**config.mk**
```make
export PLATFORM = sky130hd
export DESIGN_NAME = link_tx
export DESIGN_NICKNAME = d
export VERILOG_FILES = /design/src/rtl/link_tx.sv
export SDC_FILE = /design/constraint.sdc
export NUM_CORES = 1
export LEC_CHECK = 0
export CORE_MARGIN = 2
export CORE_UTILIZATION = 55
export DETAILED_ROUTE_END_ITERATION = 10
export GPL_TIMING_DRIVEN = 0
export PLACE_DENSITY = 0.73
export SLEW_MARGIN = 20
export SYNTH_ARGS = -nofsm -noshare
export SYNTH_HDL_FRONTEND = slang
export SYNTH_SLANG_ARGS = --single-unit
```
**constraint.sdc**
```tcl
create_clock -name clk -period 3.2 [get_ports clk]
set_input_delay 0.48 -clock clk [delete_from_list [all_inputs] [get_ports clk]]
set_output_delay 0.48 -clock clk [all_outputs]
set_load 0.01 [all_outputs]
```
**src/rtl/link_tx.sv**
```systemverilog
// link_tx: serializes the local {ready, hit, cords} handshake word onto an
// idle-high wire. A frame goes out on reset, on any change of the word, and
// periodically so the far-end receiver recovers after its own reset.
// Line order, LSB first: start(0), cords[0..7], hit, ready, even parity,
// stop(1), followed by a two-bit idle gap.
module link_tx #(
  parameter int CLKS_PER_BIT   = 868,
  parameter int REFRESH_PERIOD = 65536
) (
  input  logic       clk,
  input  logic       rst,
  input  logic       ready_in,
  input  logic       hit_in,
  input  logic [7:0] cords_in,
  output logic       tx,
  output logic       busy,
  output logic       frame_done
);
  localparam int TW = $clog2(CLKS_PER_BIT);
  localparam int RW = $clog2(REFRESH_PERIOD);
  localparam logic [TW-1:0] BIT_LAST = TW'(CLKS_PER_BIT - 1);
  localparam logic [RW-1:0] REF_LAST = RW'(REFRESH_PERIOD - 1);

  typedef enum logic [2:0] {IDLE, START, DATA, PARITY, STOP, GAP} state_t;

  state_t        state_q, state_d;
  logic [TW-1:0] tmr_q, tmr_d;
  logic [3:0]    idx_q, idx_d;
  logic [10:0]   sh_q, sh_d;      // {parity, payload}; bit 0 is on the line
  logic [9:0]    last_q, last_d;  // snapshot of the most recent frame
  logic [RW-1:0] ref_q, ref_d;
  logic          pend_q, pend_d;
  logic          force_q, force_d;
  logic          tx_q, tx_d;
  logic          busy_q, busy_d;
  logic          fd_q, fd_d;

  logic [9:0] payload;
  logic       bit_end, ref_hit, trigger, start;

  assign payload = {ready_in, hit_in, cords_in};
  assign bit_end = (tmr_q == BIT_LAST);
  // Comparing the live count lets the refresh frame start exactly one
  // period after the previous start rather than one cycle later.
  assign ref_hit = (ref_q == REF_LAST);
  assign trigger = force_q | (payload != last_q) | pend_q | ref_hit;
  assign start   = (state_q == IDLE) && trigger;

  assign tx         = tx_q;
  assign busy       = busy_q;
  assign frame_done = fd_q;

  // State register, timers, snapshots and registered outputs.
  always_ff @(posedge clk) begin
    if (rst) begin
      state_q <= IDLE;
      tmr_q   <= '0;
      idx_q   <= '0;
      sh_q    <= '0;
      last_q  <= '0;
      ref_q   <= '0;
      pend_q  <= 1'b0;
      force_q <= 1'b1;
      tx_q    <= 1'b1;
      busy_q  <= 1'b0;
      fd_q    <= 1'b0;
    end else begin
      state_q <= state_d;
      tmr_q   <= tmr_d;
      idx_q   <= idx_d;
      sh_q    <= sh_d;
      last_q  <= last_d;
      ref_q   <= ref_d;
      pend_q  <= pend_d;
      force_q <= force_d;
      tx_q    <= tx_d;
      busy_q  <= busy_d;
      fd_q    <= fd_d;
    end
  end

  // Next-state: frame sequencing, bit timing and refresh bookkeeping.
  always_comb begin
    state_d = state_q;
    tmr_d   = tmr_q;
    idx_d   = idx_q;
    sh_d    = sh_q;
    last_d  = last_q;
    ref_d   = ref_q;
    pend_d  = pend_q;
    force_d = force_q;

    if (state_q != IDLE) tmr_d = bit_end ? '0 : tmr_q + 1'b1;

    // Refresh timer restarts on every frame start and holds once pending.
    if (start) begin
      ref_d  = '0;
      pend_d = 1'b0;
    end else if (!pend_q) begin
      if (ref_hit) pend_d = 1'b1;
      else         ref_d  = ref_q + 1'b1;
    end

    unique case (state_q)
      IDLE: if (trigger) begin
        state_d = START;
        tmr_d   = '0;
        idx_d   = '0;
        sh_d    = {^payload, payload};
        last_d  = payload;
        force_d = 1'b0;
      end
      START: if (bit_end) begin
        state_d = DATA;
        idx_d   = '0;
      end
      DATA: if (bit_end) begin
        sh_d = {1'b1, sh_q[10:1]};
        if (idx_q == 4'd9) begin
          state_d = PARITY;
          idx_d   = '0;
        end else begin
          idx_d = idx_q + 4'd1;
        end
      end
      PARITY: if (bit_end) state_d = STOP;
      STOP: if (bit_end) begin
        state_d = GAP;
        idx_d   = '0;
      end
      GAP: if (bit_end) begin
        if (idx_q == 4'd1) state_d = IDLE;
        else               idx_d   = idx_q + 4'd1;
      end
      default: state_d = IDLE;
    endcase
  end

  // Outputs are decoded from the next state so they register in step with it.
  always_comb begin
    busy_d = (state_d != IDLE);
    fd_d   = (state_d == GAP) && (idx_d == 4'd1) && (tmr_d == BIT_LAST);
    unique case (state_d)
      START:        tx_d = 1'b0;
      DATA, PARITY: tx_d = sh_d[0];
      default:      tx_d = 1'b1;
    endcase
  end
endmodule
```
=== Word level (Yosys, flattened, before mapping) ===
Cells that the tools add are included.

* Add/sub/neg operators: 3
* $mul: 0
* Div/mod/pow operators: 0
* Magnitude comparators: 0
* Equal/unequal tests: 18
* Shifts and indexed selects: 0
* Mux-type cells: 26
* Bitwise operators: 5
* Reduce and logical (&&, ||, !) cells: 14

{| class="wikitable"
|+ Operators with widths
! cell !! count
|-
| two-way mux 10 bit || 4
|-
| two-way mux 3 bit || 8
|-
| two-way mux 4 bit || 6
|-
| two-way mux 11 bit || 2
|-
| one-hot mux 11 bit (2 select lines) || 1
|-
| equality test 10 bit, second input constant || 2
|-
| one-hot mux 3 bit (6 select lines) || 1
|-
| adder 16 x 1 -> 16 bit, second input constant || 1
|-
| equality test 16 bit, second input constant || 1
|-
| one-hot mux 4 bit (4 select lines) || 1
|-
| equality test 3 x 2 -> 1 bit, second input constant || 4
|-
| adder 10 x 1 -> 10 bit, second input constant || 1
|-
| inequality test 10 bit || 1
|-
| XOR reduction 10 bit || 1
|-
| equality test 3 bit, second input constant || 3
|-
| equality test 4 x 1 -> 1 bit, second input constant || 2
|-
| equality test 3 x 1 -> 1 bit, second input constant || 2
|-
| nonzero test 3 bit || 2
|-
| OR reduction 2 bit || 3
|-
| adder 4 x 1 -> 4 bit, second input constant || 1
|-
| equality test 4 bit, second input constant || 1
|-
| inequality test 2 bit, second input constant || 2
|-
| AND reduction 2 bit || 2
|-
| logical AND 1 bit || 3
|-
| other kinds (7) || 11
|}

* Flip-flop bits (word level): 59
* Latch bits: 0
* Memory bits (writable): 0
* ROM bits: 0
* Output and inout port bits: 3
* Logic and storage cells: 78
* Memories kept: 0

=== Depth between registers and ports, before layout ===
* Word-level depth: 9
* Gate-level depth with buffers: 8
* Depth with buffers taken out: 8

=== Least setup slack after synthesis ===
No wires, ideal clock.

* Path type: register to register
* Start point: register tmr_q[0]
* End point: register fd_q (netlist: frame_done)
* Arrival time: 1.919 ns
* Required time: 3.113 ns
* Setup slack: 1.194 ns
* Cell stages (with the launch flop): 9
* Path buffers: 1
* Path through: dfxtp_1 ha_1 and4b_1 and3_1 buf_4 o211a_2 a211oi_2 o211ai_2 nor4b_4

* Longest elaborated chain between the ends: 7

{| class="wikitable"
|+ Ends and longest elaborated chain
! item !! line !! source
|-
| start, declared || 27 || <nowiki>logic [TW-1:0] tmr_q, tmr_d;</nowiki>
|-
| start signal, assigned || 69 || <nowiki>tmr_q <= tmr_d;</nowiki>
|-
| adder 10 x 1 -> 10 bit or equality test 10 bit (tied branches) || 93, 42 ||
|-
| two-way mux 10 bit (2 in a row) || 93 || <nowiki>if (state_q != IDLE) tmr_d = bit_end ? '0 : tmr_q + 1'b1;</nowiki>
|-
| two-way mux 10 bit || 105 || <nowiki>IDLE: if (trigger) begin</nowiki>
|-
| two-way mux 10 bit || 104 || <nowiki>unique case (state_q)</nowiki>
|-
| equality test 10 bit || 142 || <nowiki>fd_d = (state_d == GAP) && (idx_d == 4'd1) && (tmr_d == BIT_LAST);</nowiki>
|-
| logical AND 1 bit (*) || 142 ||
|-
| end signal, assigned || 66 || <nowiki>fd_q <= 1'b0;</nowiki>
|-
| end signal, assigned || 78 || <nowiki>fd_q <= fd_d;</nowiki>
|-
| end, declared || 36 || <nowiki>logic fd_q, fd_d;</nowiki>
|}

Mark *: on every way between the ends. The rest lies on a longest branch, timed or not.
A chain may end at the register's enable or synchronous reset.

=== Worst setup path after layout ===
* Start point: input port ready_in
* End point: register tmr_q[7]

* Longest elaborated chain between the ends: 6

{| class="wikitable"
|+ Ends and longest elaborated chain
! item !! line !! source
|-
| start, declared || 12 || <nowiki>input logic ready_in,</nowiki>
|-
| inequality test 10 bit || 46 || <nowiki>assign trigger = force_q | (payload != last_q) | pend_q | ref_hit;</nowiki>
|-
| bitwise OR 1 bit (3 in a row) || 46 ||
|-
| two-way mux 10 bit || 105 ||
|-
| two-way mux 10 bit || 104 ||
|}

No other way between the ends.

==> metrics.md <==
| Metric | Value |
|---|---|
| Status | finished clean |
| Antenna violations before repair | 0 |
| Residual DRC count | 0 |
| Number of cells produced by synthesis | between 300 and 400 |
| Number of filler cells placed in the layout | between 400 and 500 |
| Via count of the first global-routing pass | 2355 |
| Instance count after placement with tap cells included | roughly 440 |
| Routed WL per cell | roughly 15 um |
| TritonCTS clock tree | built |
| Post-layout minimum cycle time | around 2.4 ns |
| Number of H-tree levels | 3 |
| Final setup TNS | 0 ns |
| Fraction of the yosys area taken by sequential cells | 38.23% |
| End point of the critical path | tmr_q[7] |
| Horizontal die dimension | approximately 79 um |
| Share of synthesized registers carrying an async set or reset | 0% |
| Slew Viols, Final | 0 |
| Critical setup path kind | input pin to flip-flop |
| Least-Margin Pin Slew | approximately 0.68 ns |
| Final Net Count | between 300 and 400 |
| Cell area after technology mapping | between 3000 and 4000 um^2 |
| Post-route insts no fill | roughly 460 |
| Max frequency | 421.5 MHz |
| Num CTS Buffers | 9 |
| Iter 0 DRT Violations | 198 |
| Capture point of the worst reg-to-reg path | tx |
| Wire length of the first global-routing pass | 10980 um |
| Switching portion of total power | 24.14% |
| Maximum clock skew at final layout | a little under 0.008 ns |
| Power Internal | around 1.3 mW |
| Global placement routability congestion | 0.8132 |
| Worst slew margin relative to its limit | a little over half |
| Post-synthesis cell type count | 63 |
| Yosys warnings | 0 |
| Static Leak | between 1 and 1.5 nW |
| Worst Hold Slack | approximately 0.47 ns |
| Clk buf depth | 2 |
| Sequential Power Share | between 40% and 50% |
| Layout cell share with drive strength beyond 1 | 12.99% |
| Max-capacitance violation count | 0 |
| Count of cells along the worst register-to-register path | 8 |
| Full die area | between 6000 and 7000 um^2 |
| Vertical die dimension | 78.95 um |
| Hold buffer count at cts | 0 |
| Post-DP Area | about 3300 um^2 |
| PortBufs | 13 |
| Starting density of the core | 56.45% |
| Critical Path, Cell by Cell | clkdlybuf4s50_1 -> xor2_1 -> nor4_1 -> nand3_1 -> o21ai_4 -> nand2_2 -> buf_2 -> nor2_1 |
| Setup WS pre-CTS | roughly 0.48 ns |
| GRT Overall Usage | 22.78% |
| Critical R2R Launch | tmr_q[0] |
| WL final | about 6600 um |
| CP endpoint kind | flip-flop |
| Number of primary I/O pins | 15 |
| Cell at the root of the clock tree | sky130_fd_sc_hd__clkbuf_8 |
| Pin count of the biggest net entering global routing | 11 |
| Family with the most delay on the worst path | simple AND/OR/NAND/NOR gates |
| Power per standard cell area | ~470 nW/um^2 |
| Synth Flop Type | sky130_fd_sc_hd__dfxtp_1 |
| Final HPWL DP | between 4000 and 5000 um |
| Diodes inserted | 0 |
| CP Data Required Time | 3.47 ns |
| Number of buffers inserted by post-CTS setup repair | 0 |
| Post-route cell area | ~3500 um^2 |
| Number of flip-flops and latches in the synthesized netlist | 59 |
| Fin worst setup slack | approximately 0.83 ns |
| Layout overhead on the synthesized area | 14.01% |
| Clock edge transition at the registers on the reported setup and hold paths | 0.07 ns |
| Period utilization | 74.14% |
| Hold path startpoint | last_q[0] |
| Router iterations before antenna repair | 5 |
| Comb power frac | a little under a tenth |
| # setup viols final | 0 |
| Worst path arrival time | roughly 2.7 ns |
| Global route total overflow | 0 |
| Psw | between 300 and 400 uW |
| Share of power burned in the clock network | 43.2% |
| Number of nets in the synthesized netlist | roughly 370 |
| Total of cells resized after clock tree synthesis | 0 |
| Hold violation count in the final report | 0 |
| Register-to-Register Setup Slack | around 0.87 ns |
| Drt via density | between 5 and 6 |
| Core area | 5473 um^2 |
| Vias after detailed routing | approximately 2600 |
| Count of flip-flops with a built-in enable after synthesis | 0 |
| Worst path bufs/invs | 2 |
| Setup repair after global routing missed its margin | false |
| Critical path peak fanout | 10 |
| Worst setup SP type | input pin |
| Maximum vdd ir drop | approximately 0.00034 V |
| Mean area per synthesized cell | 8.678 um^2 |
| Clock latency of the later-clocked register in the worst-skew pair | roughly 0.34 ns |
| Remaining number of nets flagged by the antenna check after routing | 0 |
| Total clock sinks | 59 |
| Min-delay worst type | flip-flop to flip-flop |
| Max stage delay on crit path | a little over 0.5 ns |
| Cell with the biggest individual delay on the critical path | sky130_fd_sc_hd__clkdlybuf4s50_1 |
| Std-Cell Rows | 27 |
| Worst setup path start | ready_in |
| Levels on crit path | 8 |
-- layer usage --
layer  vias up  GRT usage (%)  share of wire [%]
li1       1305              -                  -
met5         -              0                  0
met3        11          7.500                4.7
met1      1219          29.44                 47
met2        59          35.21                 46
met4         0          9.138                1.9
-- per-stage QoR --
stage               util (%)  power (mW)
floorplan                  -      0.8994
global placement       60.47      0.9508
detailed placement     60.47      0.9521
CTS                    64.36       1.664
global route           64.36       1.713
finish                 64.36       1.649
-- tightest hold or removal path: cells and delay by family, from the launching register on --
family           cells  cell delay, ns
flip-flops           1            0.32
AND/OR/NAND/NOR      1            0.05
AO/OA/AOI/OAI        1            0.05
-- layout make-up --
cell class	count	area (um^2)	area share, %
inverter	5	18.77	0.5329
buffer	18	97.59	2.771
multi-input combinational	274	1792	50.87
timing repair buffer	13	130.1	3.694
sequential	59	1181	33.53
clock buffer	12	165.2	4.689
tap	72	90.09	2.558
clock inverter	4	47.55	1.350
-- Yosys cell counts (3+ instances only) --
master,count,area (um^2)
sky130_fd_sc_hd__dfxtp_1,59,1181
sky130_fd_sc_hd__nand2_1,44,165.2
sky130_fd_sc_hd__nor2_1,42,157.7
sky130_fd_sc_hd__a21oi_1,24,120.1
sky130_fd_sc_hd__xor2_1,21,183.9
sky130_fd_sc_hd__xnor2_1,18,157.7
sky130_fd_sc_hd__nand3_1,17,85.08
sky130_fd_sc_hd__clkbuf_1,8,30.03
sky130_fd_sc_hd__nand4_1,8,50.05
sky130_fd_sc_hd__a22oi_1,6,45.04
sky130_fd_sc_hd__buf_2,6,30.03
sky130_fd_sc_hd__nor3_1,6,30.03
sky130_fd_sc_hd__a31oi_1,5,31.28
sky130_fd_sc_hd__and2_1,5,31.28
sky130_fd_sc_hd__and3_1,5,31.28
sky130_fd_sc_hd__inv_1,5,18.77
sky130_fd_sc_hd__nor4_1,5,31.28
sky130_fd_sc_hd__ha_1,4,50.05
sky130_fd_sc_hd__o21ai_0,4,20.02
sky130_fd_sc_hd__a211oi_1,3,22.52
sky130_fd_sc_hd__a311o_1,3,30.03
sky130_fd_sc_hd__and4_1,3,26.28
sky130_fd_sc_hd__nor3_2,3,30.03
sky130_fd_sc_hd__or2_2,3,18.77
sky130_fd_sc_hd__or3_1,3,18.77
-- placed cells by master (no fill, tap or decap), types with 3 or more instances in the layout --
master                            count
sky130_fd_sc_hd__nor4_1               5
sky130_fd_sc_hd__and2_1               5
sky130_fd_sc_hd__clkbuf_8            12
sky130_fd_sc_hd__or3_1                3
sky130_fd_sc_hd__a31oi_1              5
sky130_fd_sc_hd__nor2_1              42
sky130_fd_sc_hd__o21ai_0              4
sky130_fd_sc_hd__and4_1               3
sky130_fd_sc_hd__nor3_2               3
sky130_fd_sc_hd__clkbuf_1             8
sky130_fd_sc_hd__a211oi_1             3
sky130_fd_sc_hd__dfxtp_1             59
sky130_fd_sc_hd__nand4_1              8
sky130_fd_sc_hd__buf_2                6
sky130_fd_sc_hd__a21oi_1             24
sky130_fd_sc_hd__xnor2_1             18
sky130_fd_sc_hd__or2_2                3
sky130_fd_sc_hd__and3_1               5
sky130_fd_sc_hd__nand2_1             44
sky130_fd_sc_hd__nand3_1             17
sky130_fd_sc_hd__nor3_1               6
sky130_fd_sc_hd__ha_1                 4
sky130_fd_sc_hd__clkdlybuf4s50_1     13
sky130_fd_sc_hd__a311o_1              3
sky130_fd_sc_hd__a22oi_1              6
sky130_fd_sc_hd__xor2_1              21
sky130_fd_sc_hd__inv_1                5
-- how the worst min path moves through the flow --
stage | end | slack [ns] | cells past startpoint
after floorplan | force_q | 0.42 | 2
after global placement | force_q | 0.44 | 2
after detailed placement | force_q | 0.46 | 2
after CTS | force_q | 0.47 | 2
after global routing | last_q[0] | 0.48 | 2
final | last_q[0] | 0.47 | 2
-- kinds of logic after synthesis --
logic type               count (synthesis)  share of synthesized area [%]
AND/OR/NAND/NOR                        162                          28.03
AO/OA/AOI/OAI                           66                          16.28
flip-flops                              59                          38.23
XOR/XNOR                                39                          11.06
buffers and inverters                   23                          3.767
adder cells (fa/ha/maj)                  5                          1.985
multiplexers                             2                         0.6481
-- registers in the layout, indices dropped and copies added, names as in the netlist --
register	cells
ref_q	16
sh_q	11
last_q	10
tmr_q	10
idx_q	4
state_q	3
busy	1
force_q	1
frame_done	1
pend_q	1
tx	1
-- power by group through the flow --
stage               Clock, mW  Sequential [mW]  Combinational [mW]
floorplan                   0            0.792               0.108
global placement            0            0.793               0.158
detailed placement          0            0.794               0.158
CTS                     0.727            0.778               0.159
global route            0.758            0.781               0.174
finish                  0.712            0.779               0.159
Power figures use the tool's default switching activity.
